**src/rtl/gravsim_pkg.sv**
```systemverilog
// Shared constants and types for the gravity-sim body record mover.
// Field offsets locate each kinematic word's bank in the register file.
package gravsim_pkg;

    localparam int unsigned OFFSET_POS_X = 23;
    localparam int unsigned OFFSET_POS_Y = 33;
    localparam int unsigned OFFSET_POS_Z = 43;
    localparam int unsigned OFFSET_VEL_X = 53;
    localparam int unsigned OFFSET_VEL_Y = 63;
    localparam int unsigned OFFSET_VEL_Z = 73;

    localparam int unsigned REC_WORDS = 6;
    localparam int unsigned WORD_W    = 32;
    localparam int unsigned REC_W     = REC_WORDS * WORD_W;

    typedef enum logic [1:0] {
        IDLE = 2'd0,
        XFER = 2'd1,
        RESP = 2'd2
    } state_e;

    function automatic int unsigned field_base(input logic [2:0] widx);
        case (widx)
            3'd0:    return OFFSET_POS_X;
            3'd1:    return OFFSET_POS_Y;
            3'd2:    return OFFSET_POS_Z;
            3'd3:    return OFFSET_VEL_X;
            3'd4:    return OFFSET_VEL_Y;
            3'd5:    return OFFSET_VEL_Z;
            default: return 0;
        endcase
    endfunction

endpackage

```
**src/rtl/avl_body_master_if.sv**
```systemverilog
// Command/response handshake plus Avalon-MM master bus for avl_body_master.
// The master modport is the block's view; slave is the environment's view.
interface avl_body_master_if #(
    parameter int unsigned ADDR_W = 8
);
    logic          CMD_VALID;
    logic          CMD_READY;
    logic          CMD_WRITE;
    logic [3:0]    CMD_BODY;
    logic [191:0]  CMD_WDATA;
    logic          RSP_VALID;
    logic          RSP_READY;
    logic [191:0]  RSP_RDATA;
    logic          RSP_ERR;
    logic [ADDR_W-1:0] AVM_ADDR;
    logic          AVM_READ;
    logic          AVM_WRITE;
    logic [3:0]    AVM_BYTE_EN;
    logic [31:0]   AVM_WRITEDATA;
    logic [31:0]   AVM_READDATA;
    logic          AVM_WAITREQUEST;

    modport master (
        input  CMD_VALID, CMD_WRITE, CMD_BODY, CMD_WDATA, RSP_READY,
        input  AVM_READDATA, AVM_WAITREQUEST,
        output CMD_READY, RSP_VALID, RSP_RDATA, RSP_ERR,
        output AVM_ADDR, AVM_READ, AVM_WRITE, AVM_BYTE_EN, AVM_WRITEDATA
    );

    modport slave (
        output CMD_VALID, CMD_WRITE, CMD_BODY, CMD_WDATA, RSP_READY,
        output AVM_READDATA, AVM_WAITREQUEST,
        input  CMD_READY, RSP_VALID, RSP_RDATA, RSP_ERR,
        input  AVM_ADDR, AVM_READ, AVM_WRITE, AVM_BYTE_EN, AVM_WRITEDATA
    );

endinterface

```
**src/rtl/body_addr_map.sv**
```systemverilog
// Maps (record word index, body index) to a register-file word address.
// Purely combinational so other bus masters can share it.
module body_addr_map
    import gravsim_pkg::*;
#(
    parameter int unsigned ADDR_W = 8
) (
    input  logic [2:0]        widx_i,
    input  logic [3:0]        body_i,
    output logic [ADDR_W-1:0] addr_o
);

    always_comb begin
        addr_o = ADDR_W'(field_base(widx_i) + 32'(body_i));
    end

endmodule

```
**src/rtl/avl_body_master.sv**
```systemverilog
// Moves one body's 6-word kinematic record over Avalon-MM, one word per transfer.
// Optional build macro BODY_RANGE_CHECK_EN rejects out-of-range body indices.
module avl_body_master
    import gravsim_pkg::*;
#(
    parameter int unsigned NUM_BODIES = 10,
    parameter int unsigned ADDR_W     = 8
) (
    input  logic CLK,
    input  logic RESET,
    avl_body_master_if.master bus
);

    state_e            state_q, state_d;
    logic [2:0]        widx_q, widx_d;
    logic              wr_q, wr_d;
    logic [3:0]        body_q, body_d;
    logic [REC_W-1:0]  wdata_q, wdata_d;
    logic [REC_W-1:0]  rdata_q, rdata_d;
    logic [ADDR_W-1:0] map_addr;
    logic [WORD_W-1:0] wword;
    logic              in_xfer;

`ifdef BODY_RANGE_CHECK_EN
    logic err_q, err_d;
    logic body_bad;

    assign body_bad = (bus.CMD_BODY == 4'd0) || (32'(bus.CMD_BODY) > NUM_BODIES);
`endif

    body_addr_map #(
        .ADDR_W (ADDR_W)
    ) u_addr_map (
        .widx_i (widx_q),
        .body_i (body_q),
        .addr_o (map_addr)
    );

    assign in_xfer = (state_q == XFER);

    always_comb begin
        wword = '0;
        for (int k = 0; k < REC_WORDS; k++) begin
            if (widx_q == 3'(k)) wword = wdata_q[k*WORD_W +: WORD_W];
        end
    end

    always_comb begin
        state_d = state_q;
        widx_d  = widx_q;
        wr_d    = wr_q;
        body_d  = body_q;
        wdata_d = wdata_q;
        rdata_d = rdata_q;
`ifdef BODY_RANGE_CHECK_EN
        err_d   = err_q;
`endif
        case (state_q)
            IDLE: begin
                if (bus.CMD_VALID) begin
                    wr_d    = bus.CMD_WRITE;
                    body_d  = bus.CMD_BODY;
                    wdata_d = bus.CMD_WDATA;
                    widx_d  = 3'd0;
                    state_d = XFER;
`ifdef BODY_RANGE_CHECK_EN
                    // Bad index: answer immediately, never touch the bus
                    if (body_bad) begin
                        state_d = RESP;
                        err_d   = 1'b1;
                    end
`endif
                end
            end
            XFER: begin
                if (!bus.AVM_WAITREQUEST) begin
                    if (!wr_q) begin
                        for (int k = 0; k < REC_WORDS; k++) begin
                            if (widx_q == 3'(k)) rdata_d[k*WORD_W +: WORD_W] = bus.AVM_READDATA;
                        end
                    end
                    if (widx_q == 3'(REC_WORDS - 1)) begin
                        state_d = RESP;
                    end else begin
                        widx_d = widx_q + 3'd1;
                    end
                end
            end
            RESP: begin
                if (bus.RSP_READY) begin
                    state_d = IDLE;
`ifdef BODY_RANGE_CHECK_EN
                    err_d   = 1'b0;
`endif
                end
            end
            default: state_d = IDLE;
        endcase
    end

    always_ff @(posedge CLK) begin
        if (RESET) begin
            state_q <= IDLE;
            widx_q  <= 3'd0;
            wr_q    <= 1'b0;
            body_q  <= 4'd0;
            wdata_q <= '0;
            rdata_q <= '0;
`ifdef BODY_RANGE_CHECK_EN
            err_q   <= 1'b0;
`endif
        end else begin
            state_q <= state_d;
            widx_q  <= widx_d;
            wr_q    <= wr_d;
            body_q  <= body_d;
            wdata_q <= wdata_d;
            rdata_q <= rdata_d;
`ifdef BODY_RANGE_CHECK_EN
            err_q   <= err_d;
`endif
        end
    end

    // Bus outputs are gated by state so they read as zero outside a transfer
    always_comb begin
        bus.CMD_READY     = (state_q == IDLE);
        bus.RSP_VALID     = (state_q == RESP);
        bus.RSP_RDATA     = rdata_q;
`ifdef BODY_RANGE_CHECK_EN
        bus.RSP_ERR       = err_q;
`else
        bus.RSP_ERR       = 1'b0;
`endif
        bus.AVM_READ      = in_xfer & ~wr_q;
        bus.AVM_WRITE     = in_xfer & wr_q;
        bus.AVM_ADDR      = in_xfer ? map_addr : '0;
        bus.AVM_WRITEDATA = in_xfer ? wword : '0;
        bus.AVM_BYTE_EN   = 4'b1111;
    end

endmodule

```
**src/flat_wrapper.sv**
```systemverilog
// flat-port wrapper written by rule: the top's interface ports become plain ports
module avl_body_master_flat import gravsim_pkg::*;
#(
    parameter int unsigned NUM_BODIES = 10,
    parameter int unsigned ADDR_W     = 8
)
  (CLK, RESET, bus_CMD_VALID, bus_CMD_WRITE, bus_CMD_BODY, bus_CMD_WDATA, bus_RSP_READY, bus_AVM_READDATA, bus_AVM_WAITREQUEST, bus_CMD_READY, bus_RSP_VALID, bus_RSP_RDATA, bus_RSP_ERR, bus_AVM_ADDR, bus_AVM_READ, bus_AVM_WRITE, bus_AVM_BYTE_EN, bus_AVM_WRITEDATA);
  avl_body_master_if #(.ADDR_W(ADDR_W)) bus_i ();
  input  logic CLK;
  input  logic RESET;
  input wire logic [$bits(bus_i.CMD_VALID)-1:0] bus_CMD_VALID;
  input wire logic [$bits(bus_i.CMD_WRITE)-1:0] bus_CMD_WRITE;
  input wire logic [$bits(bus_i.CMD_BODY)-1:0] bus_CMD_BODY;
  input wire logic [$bits(bus_i.CMD_WDATA)-1:0] bus_CMD_WDATA;
  input wire logic [$bits(bus_i.RSP_READY)-1:0] bus_RSP_READY;
  input wire logic [$bits(bus_i.AVM_READDATA)-1:0] bus_AVM_READDATA;
  input wire logic [$bits(bus_i.AVM_WAITREQUEST)-1:0] bus_AVM_WAITREQUEST;
  output wire logic [$bits(bus_i.CMD_READY)-1:0] bus_CMD_READY;
  output wire logic [$bits(bus_i.RSP_VALID)-1:0] bus_RSP_VALID;
  output wire logic [$bits(bus_i.RSP_RDATA)-1:0] bus_RSP_RDATA;
  output wire logic [$bits(bus_i.RSP_ERR)-1:0] bus_RSP_ERR;
  output wire logic [$bits(bus_i.AVM_ADDR)-1:0] bus_AVM_ADDR;
  output wire logic [$bits(bus_i.AVM_READ)-1:0] bus_AVM_READ;
  output wire logic [$bits(bus_i.AVM_WRITE)-1:0] bus_AVM_WRITE;
  output wire logic [$bits(bus_i.AVM_BYTE_EN)-1:0] bus_AVM_BYTE_EN;
  output wire logic [$bits(bus_i.AVM_WRITEDATA)-1:0] bus_AVM_WRITEDATA;
  assign bus_i.CMD_VALID = bus_CMD_VALID;
  assign bus_i.CMD_WRITE = bus_CMD_WRITE;
  assign bus_i.CMD_BODY = bus_CMD_BODY;
  assign bus_i.CMD_WDATA = bus_CMD_WDATA;
  assign bus_i.RSP_READY = bus_RSP_READY;
  assign bus_i.AVM_READDATA = bus_AVM_READDATA;
  assign bus_i.AVM_WAITREQUEST = bus_AVM_WAITREQUEST;
  assign bus_CMD_READY = bus_i.CMD_READY;
  assign bus_RSP_VALID = bus_i.RSP_VALID;
  assign bus_RSP_RDATA = bus_i.RSP_RDATA;
  assign bus_RSP_ERR = bus_i.RSP_ERR;
  assign bus_AVM_ADDR = bus_i.AVM_ADDR;
  assign bus_AVM_READ = bus_i.AVM_READ;
  assign bus_AVM_WRITE = bus_i.AVM_WRITE;
  assign bus_AVM_BYTE_EN = bus_i.AVM_BYTE_EN;
  assign bus_AVM_WRITEDATA = bus_i.AVM_WRITEDATA;
  avl_body_master #(.NUM_BODIES(NUM_BODIES), .ADDR_W(ADDR_W)) u_core (.CLK(CLK), .RESET(RESET), .bus(bus_i));
endmodule
```
**config.mk**
```make
export PLATFORM = sky130hd
export DESIGN_NAME = avl_body_master_flat
export DESIGN_NICKNAME = d
export VERILOG_FILES = /design/src/rtl/gravsim_pkg.sv /design/src/rtl/avl_body_master_if.sv /design/src/rtl/body_addr_map.sv /design/src/rtl/avl_body_master.sv /design/src/flat_wrapper.sv
export SDC_FILE = /design/constraint.sdc
export NUM_CORES = 1
export LEC_CHECK = 0
export BUFFER_PORTS_ARGS = -buffer_cell sky130_fd_sc_hd__buf_2
export CAP_MARGIN = 25
export CELL_PAD_IN_SITES_DETAIL_PLACEMENT = 0
export CELL_PAD_IN_SITES_GLOBAL_PLACEMENT = 2
export CORE_ASPECT_RATIO = 1.4
export CORE_MARGIN = 10
export CORE_UTILIZATION = 28
export CTS_BUF_LIST = sky130_fd_sc_hd__clkbuf_16
export CTS_CLUSTER_SIZE = 25
export DETAILED_ROUTE_END_ITERATION = 10
export PLACE_DENSITY = 0.79
export REMOVE_ABC_BUFFERS = 1
export SLEW_MARGIN = 20
export SYNTH_ARGS = -nofsm -noshare
export SYNTH_HDL_FRONTEND = slang
export SYNTH_SLANG_ARGS = --single-unit
```
**constraint.sdc**
```tcl
create_clock -name CLK -period 3.95 [get_ports CLK]
set_input_delay 0.79 -clock CLK [delete_from_list [all_inputs] [get_ports CLK]]
set_output_delay 0.79 -clock CLK [all_outputs]
set_load 0.01 [all_outputs]
```
Word level (Yosys, flattened, before mapping)
Index checks and enable logic that the tools add are counted.
{"block": "op_classes", "add_sub_neg": 2, "n_eq_ne": 12, "n_mux": 18, "bitwise": 4, "n_reduce_logical": 12}
{"operator": "32-bit two-way mux", "count": 7}
{"operator": "7-bit case mux with 6 select lines", "count": 1}
{"operator": "4-bit AND reduction", "count": 8}
{"operator": "2-bit inequality test, second input constant", "count": 5}
{"operator": "3-bit two-way mux", "count": 3}
{"operator": "7-bit by 4-bit adder with 8-bit output", "count": 1}
{"operator": "2-bit two-way mux", "count": 4}
{"operator": "8-bit two-way mux", "count": 1}
{"operator": "3-bit by 2-bit equality test with 1-bit output, second input constant", "count": 2}
{"operator": "3-bit equality test, second input constant", "count": 2}
{"operator": "2-bit case mux with 3 select lines", "count": 1}
{"operator": "3-bit case mux with 2 select lines", "count": 1}
{"operator": "3-bit by 1-bit adder with 3-bit output, second input constant", "count": 1}
{"operator": "3-bit by 1-bit equality test with 1-bit output, second input constant", "count": 1}
{"operator": "3-bit logical NOT", "count": 1}
{"operator": "1-bit AND", "count": 2}
{"operator": "2-bit by 1-bit equality test with 1-bit output, second input constant", "count": 1}
{"operator": "2-bit equality test, second input constant", "count": 1}
{"operator": "2-bit logical NOT", "count": 1}
{"operator": "1-bit NOT", "count": 2}
{"operator": "2-bit AND reduction", "count": 1}
{"operator": "2-bit nonzero test", "count": 1}
{"block": "word_totals", "reg_bits": 394, "out_inout_bits": 241, "elab_cells": 59}

Depth between registers and ports, before layout
{"block": "logic_depth", "word_depth": 8, "ltp_mapped": 12, "depth_no_buf": 10}

Modules after synthesis
Synthesis repeated with hierarchy kept, for this count alone.
{"block": "hier_totals", "cells_unflattened": 2123, "area_unflattened_um2": 16049.1}
{"module": "avl_body_master", "n_inst": 1, "cells_per_inst": 2092, "area_each_um2": 15810.2}
{"module": "body_addr_map", "n_inst": 1, "cells_per_inst": 31, "area_each_um2": 239.0}

Worst setup path before layout
Ideal clock, no wire load.
{"block": "synth_path", "path_kind": "register to output", "from": "register u_core.widx_q[0]", "to": "output port bus_AVM_ADDR[4]", "t_arrival_ns": 2.759, "t_required_ns": 3.160, "slack_ns": 0.401, "path_stages_with_launch": 12, "path_cell_list": "dfxtp_1 > ha_1 > ha_1 > clkbuf_1 > clkbuf_1 > or3_1 > ha_1 > fa_1 > a21o_1 > a21oi_1 > xor2_1 > nor2_1"}
{"block": "synth_via", "elab_chain_cells": 4, "elab_cells_between_ends": 9}
{"element": "start: declaration", "line": "avl_body_master.sv:15", "text": "logic [2:0] widx_q, widx_d;"}
{"element": "start signal: assignment", "line": "avl_body_master.sv:114", "text": "widx_q <= widx_d;"}
{"element": "3-bit equality test (tied with other cells)", "line": "gravsim_pkg.sv:23", "text": "case (widx)"}
{"element": "7-bit case mux with 6 select lines *", "line": "gravsim_pkg.sv:23"}
{"element": "7-bit by 4-bit adder with 8-bit output *", "line": "body_addr_map.sv:14", "text": "addr_o = ADDR_W'(field_base(widx_i) + 32'(body_i));"}
{"element": "8-bit two-way mux *", "line": "avl_body_master.sv:137", "text": "bus.AVM_ADDR = in_xfer ? map_addr : '0;"}
{"element": "end: declaration", "line": "flat_wrapper.sv:22", "text": "output wire logic [$bits(bus_i.AVM_ADDR)-1:0] bus_AVM_ADDR;"}
Mark *: on every way between the ends. The rest lies on a longest branch, timed or not.

Worst setup path after layout
Same ends and word-level chain as after synthesis.

==> metrics.csv <==
metric,value,unit
place_congestion,0.8172,
ctsHtreeMaxLevel,2,
cts_hold_buf,0,
numCtsBuffers,43,
cp-end-kind,output port,
netlist_area,0.01601,sq mm
most-common-layout-cells,"813 x nand2_1, 468 x buf_2, 459 x a21oi_1",
p_leak,8.171,nW
synth_seq_area_share,0.4928,
dp.cells,3189,
io_pins,475,
multiInputGateArea,0.007223,sq mm
portBuffers,469,
drt-initial-drc-count,1186,
finalNonFillerCells,3265,
synth_enable_flop_cells,0,
synth_seq_cells,394,
clockBufferDepth,3,
cp_top_family,adder cells,
regArea,0.007896,sq mm
yosysUniqueCellTypes,41,
area_delta_synth_final,26.05,%
fin_nets,2747,
wirelength,67.42,mm
maxSlewViolCount,0,
grt_pass1_wl,100.2,mm
arrival,3.06,ns
path_clk_slew,0.06,ns
die_w,222.1,um
dpl-instance-area,0.01876,sq mm
fill_cells,6067,
postRouteAntennaNets,0,
cp_slowest_stage_delay,0.38,ns
tns,0,ns
period_needed,3.851,ns
drt-pass1-iter-count,6,
hold_violations,0,
slowest_stage,dfxtp_4,
core-area,0.05658,sq mm
cts_root_buf,clkbuf_16,
path_max_fanout,5,
worst_pin_slew,0.9823,ns
final.period_utilization,0.9748,
grt_overflow,0,
p_total,8.808,mW
start_util,0.2829,
fmax,259.7,MHz
path_cells,"inv_2, ha_4, a21o_1, or3_4, ha_4, fa_2, a21o_1, a21oi_4, xor2_1, nor2_1, buf_2",
path_buf_inv,2,
antenna_found_initial,6,
grt_pass1_vias,16120,
synthArstFlopShare,0,
vias,16140,
drcViolationCount,0,
slew_headroom,0.3451,
power.density,436.5,mW/mm^2
die_area,0.06727,sq mm
yosysWarnings,0,
synthCells,2130,
clock_skew,0.008731,ns
clk_latency,0.56,ns
layout-drive-gt1-share,0.2372,
vias_per_cell,4.944,
status,completed,
die_h,302.9,um
cts_tree,done,
cp.required,3.16,ns
ir_worst_vdd,0.2979,mV
holdWs,0.4501,ns
synth-main-ff-cell,dfxtp_1,
grt_start_max_net_pins,118,
dp_hpwl,45.50,mm
criticalPathCategory,reg -> out,
cts_sinks,394,
setup_viol,0,
hp-class,reg -> reg,
start_kind,register,
row_count,103,
final_common_cell,nand2_1,
wl_per_cell,20.65,um
final_area,0.02018,sq mm
grtUsageTotal,0.1892,
syn_area_per_cell,7.515,sq um
max_cap_viol_count,0,
-- cells by family (layout without fill, tap and decap cells) --
family          count (synthesis)  count (layout)  share of synthesized area
buf+inv                       221             617                    0.06941
xor+xnor                        2               2                   0.001095
flops                         394             394                     0.4928
simple gates                  894             894                     0.2155
compound gates                607             607                     0.2125
fa+ha+maj                      10              10                   0.008286
other cells                     2               6                  0.0004692
-- timing repair --
action                     4_1_cts  5_1_grt
resized for setup               17       18
buffers inserted                 1        4
hold endpoints to repair         0        0
setup endpoints to repair       19       22
pin swaps                        2        9
-- power breakdown --
group / internal, mW / total, mW / leakage (nW) / switching, mW
combinational: 0.320 / 0.897 / 4.33 / 0.577
clock: 2.03 / 3.71 / 0.635 / 1.68
sequential: 4.12 / 4.20 / 3.21 / 0.0795
total: 6.47 / 8.81 / 8.17 / 2.34
-- tightest hold or removal path: cells and delay by family, from the launching register on --
kind | cells | cell delay, ns
compound gates | 1 | 0.05
flops | 1 | 0.30
simple gates | 1 | 0.05
-- final cells by class --
| cell class | count | share of cell area |
|---|---|---|
| antenna | 1 | 0.0001240 |
| clock inverter | 26 | 0.005395 |
| timing repair buffer | 510 | 0.1370 |
| multi-input combinational | 1518 | 0.3580 |
| sequential | 394 | 0.3914 |
| inverter | 36 | 0.006698 |
| clock buffer | 45 | 0.05581 |
| tap | 735 | 0.04558 |
-- Yosys cell counts (2+ instances only) --
library cell  number  share of area
or3_1              3         0.0012
buf_6             21          0.015
a21o_1             4         0.0019
o21ai_0           67          0.021
a32o_1            32          0.020
dfxtp_1          394           0.49
a211oi_1           3         0.0014
buf_4             14         0.0066
and2_1             4         0.0016
buf_1              2        0.00047
a221o_1           32          0.020
o21ai_1            3        0.00094
ha_1               9         0.0070
or4_1              2        0.00094
and3_1             6         0.0023
nand3_1            6         0.0019
nor3_1             2        0.00063
inv_1             35         0.0082
buf_2             57          0.018
a21oi_1          460           0.14
clkbuf_1          91          0.021
conb_1             2        0.00047
nor2_1            45          0.011
nand2_1          814           0.19
nor2b_1            6         0.0023
-- path summary, 6_finish.rpt --
kind | cells after the start | endpoint | from | slack (ns)
setup / recovery | 11 | bus_AVM_ADDR[4] | u_core.widx_q[0] | 0.1
hold / removal | 2 | u_core.bus.RSP_RDATA[183] | u_core.bus.RSP_RDATA[183] | 0.45
setup reg to reg | 5 | u_core.bus.RSP_RDATA[160] | u_core.widx_q[2] | 1.51
hold reg to reg | 2 | u_core.bus.RSP_RDATA[183] | u_core.bus.RSP_RDATA[183] | 0.45
-- state kept, by name, summed over array words and instances (netlist names) --
register	flops
u_core.widx_q	3
u_core.body_q	4
u_core.state_q	2
u_core.wdata_q	192
u_core.bus.RSP_RDATA	192
u_core.wr_q	1
-- per-stage QoR --
stage	worst slack, ns	util
floorplan	-0.5194	-
global placement	0.1572	0.3316
detailed placement	0.1403	0.3316
CTS	0.001350	0.3547
finish	0.09938	0.3566
global route	-0.01723	0.3566
-- per-layer routing --
| layer | wire [um] | GRT usage | share of wire | vias to the layer above |
|---|---|---|---|---|
| met3 | 5514 | 0.05518 | 0.082 | 88 |
| met4 | 1519 | 0.05192 | 0.023 | 6 |
| met5 | 41 | 0 | 0.00061 | - |
| met2 | 31400 | 0.3122 | 0.47 | 629 |
| li1 | - | - | - | 7760 |
| met1 | 28940 | 0.2362 | 0.43 | 7659 |
No activity file was read; power rests on OpenSTA's default activity.
